## src/rtl/audio_sample_pacer_if.sv

```systemverilog
// Audio pacer bus: FIFO read side plus the sample/clock outputs toward the HDMI core.
// The pacer takes the slave modport; whatever feeds the FIFO flags and consumes audio takes master.
interface audio_sample_pacer_if #(
    parameter int unsigned WNUM_W = 11
);
    logic [31:0]       fifo_q;
    logic              fifo_empty;
    logic [WNUM_W-1:0] fifo_wnum;
    logic              fifo_rden;
    logic              mute;
    logic              clk_audio;
    logic [15:0]       audio_left;
    logic [15:0]       audio_right;
    logic              playing;
    logic [15:0]       underrun_count;

    modport master (
        output fifo_q, fifo_empty, fifo_wnum, mute,
        input  fifo_rden, clk_audio, audio_left, audio_right, playing, underrun_count
    );

    modport slave (
        input  fifo_q, fifo_empty, fifo_wnum, mute,
        output fifo_rden, clk_audio, audio_left, audio_right, playing, underrun_count
    );
endinterface

```

## src/rtl/audio_sample_pacer.sv

```systemverilog
// Paces stereo samples out of the audio FIFO at SAMPLE_HZ using a fractional accumulator
// on clk_pixel; handles pre-fill, underrun hold, mute and re-priming after starvation.
module audio_sample_pacer #(
    parameter int unsigned CLK_HZ         = 75000000,
    parameter int unsigned SAMPLE_HZ      = 48000,
    parameter int unsigned PRIME_LEVEL    = 256,
    parameter int unsigned UNDERRUN_LIMIT = 64,
    parameter int unsigned WNUM_W         = 11
) (
    input  logic          clk_pixel,
    input  logic          reset,
    audio_sample_pacer_if.slave bus
);
    localparam logic [31:0]       CLK_W   = 32'(CLK_HZ);
    localparam logic [31:0]       STEP_W  = 32'(SAMPLE_HZ);
    localparam logic [31:0]       HALF_W  = 32'(CLK_HZ / 2);
    localparam logic [WNUM_W-1:0] PRIME_W = WNUM_W'(PRIME_LEVEL);
    localparam logic [15:0]       LIMIT_W = 16'(UNDERRUN_LIMIT);

    typedef enum logic {ST_PRIME, ST_RUN} state_t;

    state_t      state, state_next;
    logic [31:0] acc, acc_sum, acc_next;
    logic        tick;
    logic        rden, rd_pend, underrun;
    logic [31:0] held, held_next;
    logic [15:0] consec, consec_next;
    logic [15:0] under_cnt;
    logic        clk_audio_q;
    logic [15:0] left_q, right_q;

    always_comb begin
        acc_sum  = acc + STEP_W;
        tick     = (acc_sum >= CLK_W);
        acc_next = tick ? (acc_sum - CLK_W) : acc_sum;
    end

    always_comb begin
        state_next  = state;
        rden        = 1'b0;
        underrun    = 1'b0;
        held_next   = rd_pend ? bus.fifo_q : held;
        consec_next = rd_pend ? '0 : consec;
        case (state)
            ST_PRIME: begin
                // The tick that leaves PRIME is already a RUN tick: it reads or counts an underrun.
                if (tick && (bus.fifo_wnum >= PRIME_W)) begin
                    state_next = ST_RUN;
                    rden       = !bus.fifo_empty;
                    underrun   = bus.fifo_empty;
                end
            end
            ST_RUN: begin
                if (tick) begin
                    rden     = !bus.fifo_empty;
                    underrun = bus.fifo_empty;
                end
            end
            default: state_next = ST_PRIME;
        endcase
        if (underrun) begin
            if (consec_next >= LIMIT_W - 16'd1) begin
                state_next  = ST_PRIME;
                consec_next = '0;
            end else begin
                consec_next = consec_next + 16'd1;
            end
        end
        if (reset) begin
            rden = 1'b0;
        end
    end

    always_ff @(posedge clk_pixel) begin
        if (reset) begin
            acc         <= '0;
            state       <= ST_PRIME;
            held        <= '0;
            consec      <= '0;
            under_cnt   <= '0;
            rd_pend     <= 1'b0;
            clk_audio_q <= 1'b0;
            left_q      <= '0;
            right_q     <= '0;
        end else begin
            acc         <= acc_next;
            state       <= state_next;
            held        <= held_next;
            consec      <= consec_next;
            rd_pend     <= rden;
            clk_audio_q <= (acc >= HALF_W);
            if (underrun && (under_cnt != 16'hFFFF)) begin
                under_cnt <= under_cnt + 16'd1;
            end
            // Output register follows the sample being captured this cycle, not the stale one.
            if ((state_next == ST_RUN) && !bus.mute) begin
                left_q  <= held_next[31:16];
                right_q <= held_next[15:0];
            end else begin
                left_q  <= '0;
                right_q <= '0;
            end
        end
    end

    assign bus.fifo_rden      = rden;
    assign bus.clk_audio      = clk_audio_q;
    assign bus.audio_left     = left_q;
    assign bus.audio_right    = right_q;
    assign bus.playing        = (state == ST_RUN);
    assign bus.underrun_count = under_cnt;
endmodule

```

## src/flat_wrapper.sv

```systemverilog
// flat-port wrapper written by rule: the top's interface ports become plain ports
module audio_sample_pacer_flat 
#(
    parameter int unsigned CLK_HZ         = 75000000,
    parameter int unsigned SAMPLE_HZ      = 48000,
    parameter int unsigned PRIME_LEVEL    = 256,
    parameter int unsigned UNDERRUN_LIMIT = 64,
    parameter int unsigned WNUM_W         = 11
)
  (clk_pixel, reset, bus_fifo_q, bus_fifo_empty, bus_fifo_wnum, bus_mute, bus_fifo_rden, bus_clk_audio, bus_audio_left, bus_audio_right, bus_playing, bus_underrun_count);
  audio_sample_pacer_if #(.WNUM_W(WNUM_W)) bus_i ();
  input  logic clk_pixel;
  input  logic reset;
  input wire logic [$bits(bus_i.fifo_q)-1:0] bus_fifo_q;
  input wire logic [$bits(bus_i.fifo_empty)-1:0] bus_fifo_empty;
  input wire logic [$bits(bus_i.fifo_wnum)-1:0] bus_fifo_wnum;
  input wire logic [$bits(bus_i.mute)-1:0] bus_mute;
  output wire logic [$bits(bus_i.fifo_rden)-1:0] bus_fifo_rden;
  output wire logic [$bits(bus_i.clk_audio)-1:0] bus_clk_audio;
  output wire logic [$bits(bus_i.audio_left)-1:0] bus_audio_left;
  output wire logic [$bits(bus_i.audio_right)-1:0] bus_audio_right;
  output wire logic [$bits(bus_i.playing)-1:0] bus_playing;
  output wire logic [$bits(bus_i.underrun_count)-1:0] bus_underrun_count;
  assign bus_i.fifo_q = bus_fifo_q;
  assign bus_i.fifo_empty = bus_fifo_empty;
  assign bus_i.fifo_wnum = bus_fifo_wnum;
  assign bus_i.mute = bus_mute;
  assign bus_fifo_rden = bus_i.fifo_rden;
  assign bus_clk_audio = bus_i.clk_audio;
  assign bus_audio_left = bus_i.audio_left;
  assign bus_audio_right = bus_i.audio_right;
  assign bus_playing = bus_i.playing;
  assign bus_underrun_count = bus_i.underrun_count;
  audio_sample_pacer #(.CLK_HZ(CLK_HZ), .SAMPLE_HZ(SAMPLE_HZ), .PRIME_LEVEL(PRIME_LEVEL), .UNDERRUN_LIMIT(UNDERRUN_LIMIT), .WNUM_W(WNUM_W)) u_core (.clk_pixel(clk_pixel), .reset(reset), .bus(bus_i));
endmodule
```

## config.mk

```make
export PLATFORM = sky130hd
export DESIGN_NAME = audio_sample_pacer_flat
export DESIGN_NICKNAME = d
export VERILOG_FILES = /design/src/rtl/audio_sample_pacer_if.sv /design/src/rtl/audio_sample_pacer.sv /design/src/flat_wrapper.sv
export SDC_FILE = /design/constraint.sdc
export NUM_CORES = 1
export LEC_CHECK = 0
export CAP_MARGIN = 20
export CORE_AREA = 3 3 93 162
export DETAILED_ROUTE_END_ITERATION = 6
export DIE_AREA = 0 0 96 165
export GPL_ROUTABILITY_DRIVEN = 1
export PLACE_DENSITY = 0.67
export SETUP_SLACK_MARGIN = 0.05
export SYNTH_ARGS = -nofsm -noshare
export SYNTH_HDL_FRONTEND = slang
export SYNTH_SLANG_ARGS = --single-unit
```

## constraint.sdc

```tcl
create_clock -name clk_pixel -period 4.55 [get_ports clk_pixel]
set_clock_uncertainty 0.1 [all_clocks]
set_input_delay 0.455 -clock clk_pixel [delete_from_list [all_inputs] [get_ports clk_pixel]]
set_output_delay 0.455 -clock clk_pixel [all_outputs]
set_load 0.01 [all_outputs]
```

### Word-level counts from Yosys, hierarchy flattened

Index checks and enable logic that the tools add are counted.

* input port bits: 47
* word-level logic and storage cells: 42
* output and inout bits: 51
* memory bits (writable): 0
* ROM bits: 0
* register bits: 131
* latch bits: 0
* memories kept: 0

* bitwise logic cells: 2
* $mul: 0
* shift-type cells: 0
* add/subtract/negate cells: 4
* reduce and logical (&&, ||, !) cells: 6
* multiplexer cells: 16
* equal/unequal tests: 1
* div/mod/pow operators: 0
* magnitude comparators: 4

Operators with widths (count)
* two-way mux 32 bit: 2
* two-way mux 16 bit: 3
* adder 16 x 1 -> 16 bit, second input constant: 2
* adder 32 x 16 -> 32 bit, second input constant: 1
* >= comparator 32 x 26 -> 1 bit, second input constant: 1
* >= comparator 32 x 27 -> 1 bit, second input constant: 1
* subtractor 32 x 27 -> 32 bit, second input constant: 1
* >= comparator 16 x 6 -> 1 bit, second input constant: 1
* != test 16 bit, second input constant: 1
* >= comparator 11 x 9 -> 1 bit, second input constant: 1
* two-way mux 1 bit: 9
* one-hot mux 1 bit (2 select lines): 2
* logical AND 1 bit: 3
* logical NOT 1 bit: 2
* inverter 1 bit: 2
* OR reduction 2 bit: 1

### Depth between registers and ports, before layout

* depth after elaboration: 10
* gate-level depth with buffers: 16

### Worst setup path before layout

Ideal clock, no wire load.

* kind: reg-to-output
* from: reg u_core.acc[7]
* to: out bus_fifo_rden
* slack: 585 ps
* arrival time: 3410 ps
* stages on the path, launching flop included: 14
* path through: dfxtp_1 > inv_1 > ha_1 > nand2b_1 > a21boi_4 > buf_6 > or4_1 > a311oi_1 > o31ai_1 > a211oi_1 > nor3_1 > buf_2 > buf_2 > nor4_1

* longest elaborated chain between the ends: 6
* elaborated cells between the ends (all ways): 7

RTL lines
* start: declaration: RTL line audio_sample_pacer.sv:23 `logic [31:0] acc, acc_sum, acc_next;`
* start signal: assignment: RTL line audio_sample_pacer.sv:86 `acc <= acc_next;`
* adder 32 x 16 -> 32 bit (*): RTL line audio_sample_pacer.sv:33 `acc_sum = acc + STEP_W;`
* >= comparator 32 x 27 -> 1 bit (*): RTL line audio_sample_pacer.sv:34 `tick = (acc_sum >= CLK_W);`
* logical AND 1 bit: RTL line audio_sample_pacer.sv:47 `if (tick && (bus.fifo_wnum >= PRIME_W)) begin`
* two-way mux 1 bit: RTL line audio_sample_pacer.sv:47
* one-hot mux 1 bit (2 select lines) (*): RTL line audio_sample_pacer.sv:44 `case (state)`
* two-way mux 1 bit (*): RTL line audio_sample_pacer.sv:69 `if (reset) begin`
* end: declaration: RTL line flat_wrapper.sv:18 `output wire logic [$bits(bus_i.fifo_rden)-1:0] bus_fifo_rden;`

Mark *: on every way between the ends. The rest lies on a longest branch, timed or not.

### Worst setup path after layout

* from: reg u_core.acc[7]
* to: reg u_core.right_q[15], in the netlist u_core.bus.audio_right[15]

* longest elaborated chain between the ends: 10
* elaborated cells between the ends (all ways): 13

RTL lines
* adder 32 x 16 -> 32 bit (*): RTL line audio_sample_pacer.sv:33
* >= comparator 32 x 27 -> 1 bit (*): RTL line audio_sample_pacer.sv:34
* logical AND 1 bit: RTL line audio_sample_pacer.sv:47
* two-way mux 1 bit: RTL line audio_sample_pacer.sv:47
* two-way mux 1 bit: RTL line audio_sample_pacer.sv:44
* two-way mux 1 bit: RTL line audio_sample_pacer.sv:62 `if (consec_next >= LIMIT_W - 16'd1) begin`
* two-way mux 1 bit (*): RTL line audio_sample_pacer.sv:61 `if (underrun) begin`
* logical AND 1 bit (*): RTL line audio_sample_pacer.sv:96 `if ((state_next == ST_RUN) && !bus.mute) begin`
* inverter 1 bit (no source line) (*)
* OR reduction 2 bit (no source line) (*)
* end signal: assignment: RTL line audio_sample_pacer.sv:98 `right_q <= held_next[15:0];`
* end: declaration: RTL line audio_sample_pacer.sv:30 `logic [15:0] left_q, right_q;`

Marks and branches as above.
A chain may end at the register's enable or synchronous reset.

==> flow_summary.ini <==
[clocking]
clock_sinks = 125
h-tree-depth = 4
clk-insertion-delay-late_ps = 410
cts_buffers = 17
clk_pin_slew_worst_paths_ps = 70
clock_path_buffers = 2
root_buffer = clkbuf_16
cts_tree = yes

[grt]
antenna_found_initial = 0
grtUsageTotal_pct = 19.22
globalRouteOverflowTotal = 0
grt_pass1_wl_microns = 24200
grt_pass1_vias = 5143
grt_max_degree = 64

[detailed_routing]
wl_met3_microns = 768
firstDrtPassIters = 6
vias_per_cell = 5.387
drcViolationCount = 0
vias = 5048
wirelength_microns = 14740
wl_met1_microns = 5749
drt_iter0_drc = 179
top_layer_used = met4
wl_per_cell_microns = 15.73
ant_nets = 0
met2_length_microns = 7922

[place]
numPortBuffers = 89
place_congestion = 0.8805
dpl.hpwl_microns = 10460
dp_slack_ps = 253.6

[finish]
final_cell_mix = dfxtp_1 (122), nor2_1 (120), clkdlybuf4s50_1 (87)
final_util_pct = 55.43
drive_above_1_share_pct = 14.34
final_common_cell = dfxtp_1
fillCellCount = 1271
antenna_cells = 0
fin_nets = 799
syn_to_final_growth_pct = 27.00

[synth]
ys_async_sr_fraction_pct = 0
syn-num-nets = 715
synth_edf_count = 0
avgSynthCellArea_sq_um = 9.155
synth_top_family_by_area = simple AND/OR/NAND/NOR gates
synth-simple-area-share_pct = 29.00
syn-cell-area_sq_um = 6070
ys.flop_type = dfxtp_1
yosysTopAreaCell = dfxtp_1
synth_xor_area_share_pct = 8.369
synth_top_area_share_pct = 41.23
ys_types = 71
ys.warnings.count = 0
synthAdderAreaFrac_pct = 1.031
synthCells = 663
ys_ff_latch = 125
yosysSeqAreaShare_pct = 41.23
synth_compound_area_share_pct = 9.627
ys_top_cells_by_area = dfxtp_1 (41%), nor2_1 (7.4%), xnor2_1 (6.6%)
muxShareOfSynthArea_pct = 6.287

[power]
ir_worst_vdd_mv = 0.2972
p_sw_mw = 1.845
seq_power_share_pct = 31.8
clkPwrFrac_pct = 28.7
p_int_mw = 2.838
switching_share_pct = 39.40
powerDensity_nw_per_um2 = 607.6
leakagePower_nw = 2.700
p_comb_share_pct = 39.5

[timing]
period_needed_ps = 4250
whs_ps = 334.6
finalWorstSetupSlack_ps = 299.5
rsz0062_at_grt = no
setup_viol = 0
fmax_ghz = 0.2353
fin_setup_tns_ps = 0
slew_viol_final = 0
max_slew_margin_pct = 53.11
tightest_slew_ps = 703.4
hold_viol_final = 0
fin_crit_sh_pct = 93.42

[flow_run]
maxCapViolCount = 0

[status]
status = finished clean

[die]
coreArea_sq_um = 13910
die-area_sq_um = 15840
start_util_pct = 43.64
die_h_microns = 165
die_w_microns = 96
rows = 57
ios = 98

[setup_path]
crit_chain = inv_1, ha_1, inv_1, or3_1, o2111ai_1, a211oi_2, o31ai_1, a211oi_2, buf_4, o31a_1, a21o_4, or3_2, buf_12, nor2_1
critPathSlowestCell = o31ai_1
critical_path_class = register to register
cp.required_ps = 4800
cp-start-kind = register
arrival_ps = 4500
cpPeakStageDelay_ps = 500
critPathCaptureType = register
r2r_start = u_core.acc[7]$_SDFF_PP0_
cp_max_fo = 32
crit_path_start = u_core.acc[7]$_SDFF_PP0_

[worst_hold_path]
hp-start = reset
min_path_type = primary input to register
[worst max-delay path, delay by kind of cell, from the launching register on]
kind	cells	cell delay, ps
and+or+nand+nor	3	970
AOI/OAI and AO/OA	6	1690
DFF	1	420
buffers and inverters	4	640
adders and majority gates	1	350
[state kept, by name (all words and copies together) (netlist names)]
signal	cells
u_core.held	32
u_core.bus.underrun_count	16
u_core.acc	26
u_core.bus.audio_left	16
u_core.bus.audio_right	16
u_core.bus.playing	1
u_core.bus.clk_audio	1
u_core.consec	16
u_core.rd_pend	1
[metal layers]
metal	GRT usage (%)	up-vias
met2	34.22	148
met1	21.12	2409
met3	4.512	18
met5	0	-
met4	8.484	0
li1	-	2473
[logic make-up after synthesis]
group | Yosys count
compound gates | 78
xor+xnor | 58
fa+ha+maj | 5
buf+inv | 48
flops | 125
mux | 38
simple gates | 311
[power groups by stage]
stage	clock, mW	sequential (mW)	combinational [mW]
finish	1.34	1.49	1.85
global route	1.42	1.51	2.03
CTS	1.38	1.48	1.84
detailed placement	0	1.50	1.81
global placement	0	1.49	1.77
floorplan	0	1.40	1.48
[what timing repair did]
item / CTS / global route
hold buffers: 0 / 0
pin swaps: 1 / 0
gates resized for setup: 4 / 6
setup endpoints to repair: 1 / 7
buffers inserted: 1 / 0
[metrics by stage]
stage                     std cells  cell area, sq um  total power [mW]
after global placement          904              7054             3.257
after CTS                       937              7681             4.701
after global routing            937              7709             4.960
final                           937              7709             4.684
after floorplan                 663              6070             2.875
after detailed placement        904              7054             3.316
[final cells by class]
type                            count  area (sq um)  share of cell area (%)
Multi-Input combinational cell    490          3347                   43.42
Sequential cell                   125          2506                   32.51
Clock buffer                       17         425.4                   5.519
Inverter                           12         45.04                  0.5843
Timing Repair Buffer              101         991.0                   12.86
Tap cell                          177         221.5                   2.873
Clock inverter                     15         172.7                   2.240
[path summary, 6_finish.rpt]
| kind | end | slack, ps | depth (start not counted) |
|---|---|---|---|
| setup / recovery | u_core.bus.audio_right[15]$_SDFF_PP0_ | 300 | 14 |
| hold / removal | u_core.bus.underrun_count[7]$_SDFFE_PP0P_ | 330 | 2 |
| setup reg to reg | u_core.bus.audio_right[15]$_SDFF_PP0_ | 300 | 14 |
| hold reg to reg | u_core.consec[15]$_SDFF_PP0_ | 370 | 2 |
[cell usage after synthesis, drive strengths merged, types with 3 or more instances]
library cell	n
clkbuf	16
nand2	23
nor3	29
a21oi	14
nor2b	10
nand2b	4
xnor2	46
o21a	6
xor2	12
mux2i	37
a311oi	3
buf	20
o2111ai	5
inv	12
a31oi	10
a211oi	4
nor2	150
nor3b	5
or4	6
ha	5
o31ai	6
o31a	3
and3	10
or2	6
dfxtp	125
a32oi	3
o21ai	11
or3	12
nor4b	3
nor4	11
nand4	10
nand3	22
Power figures use the tool's default switching activity.
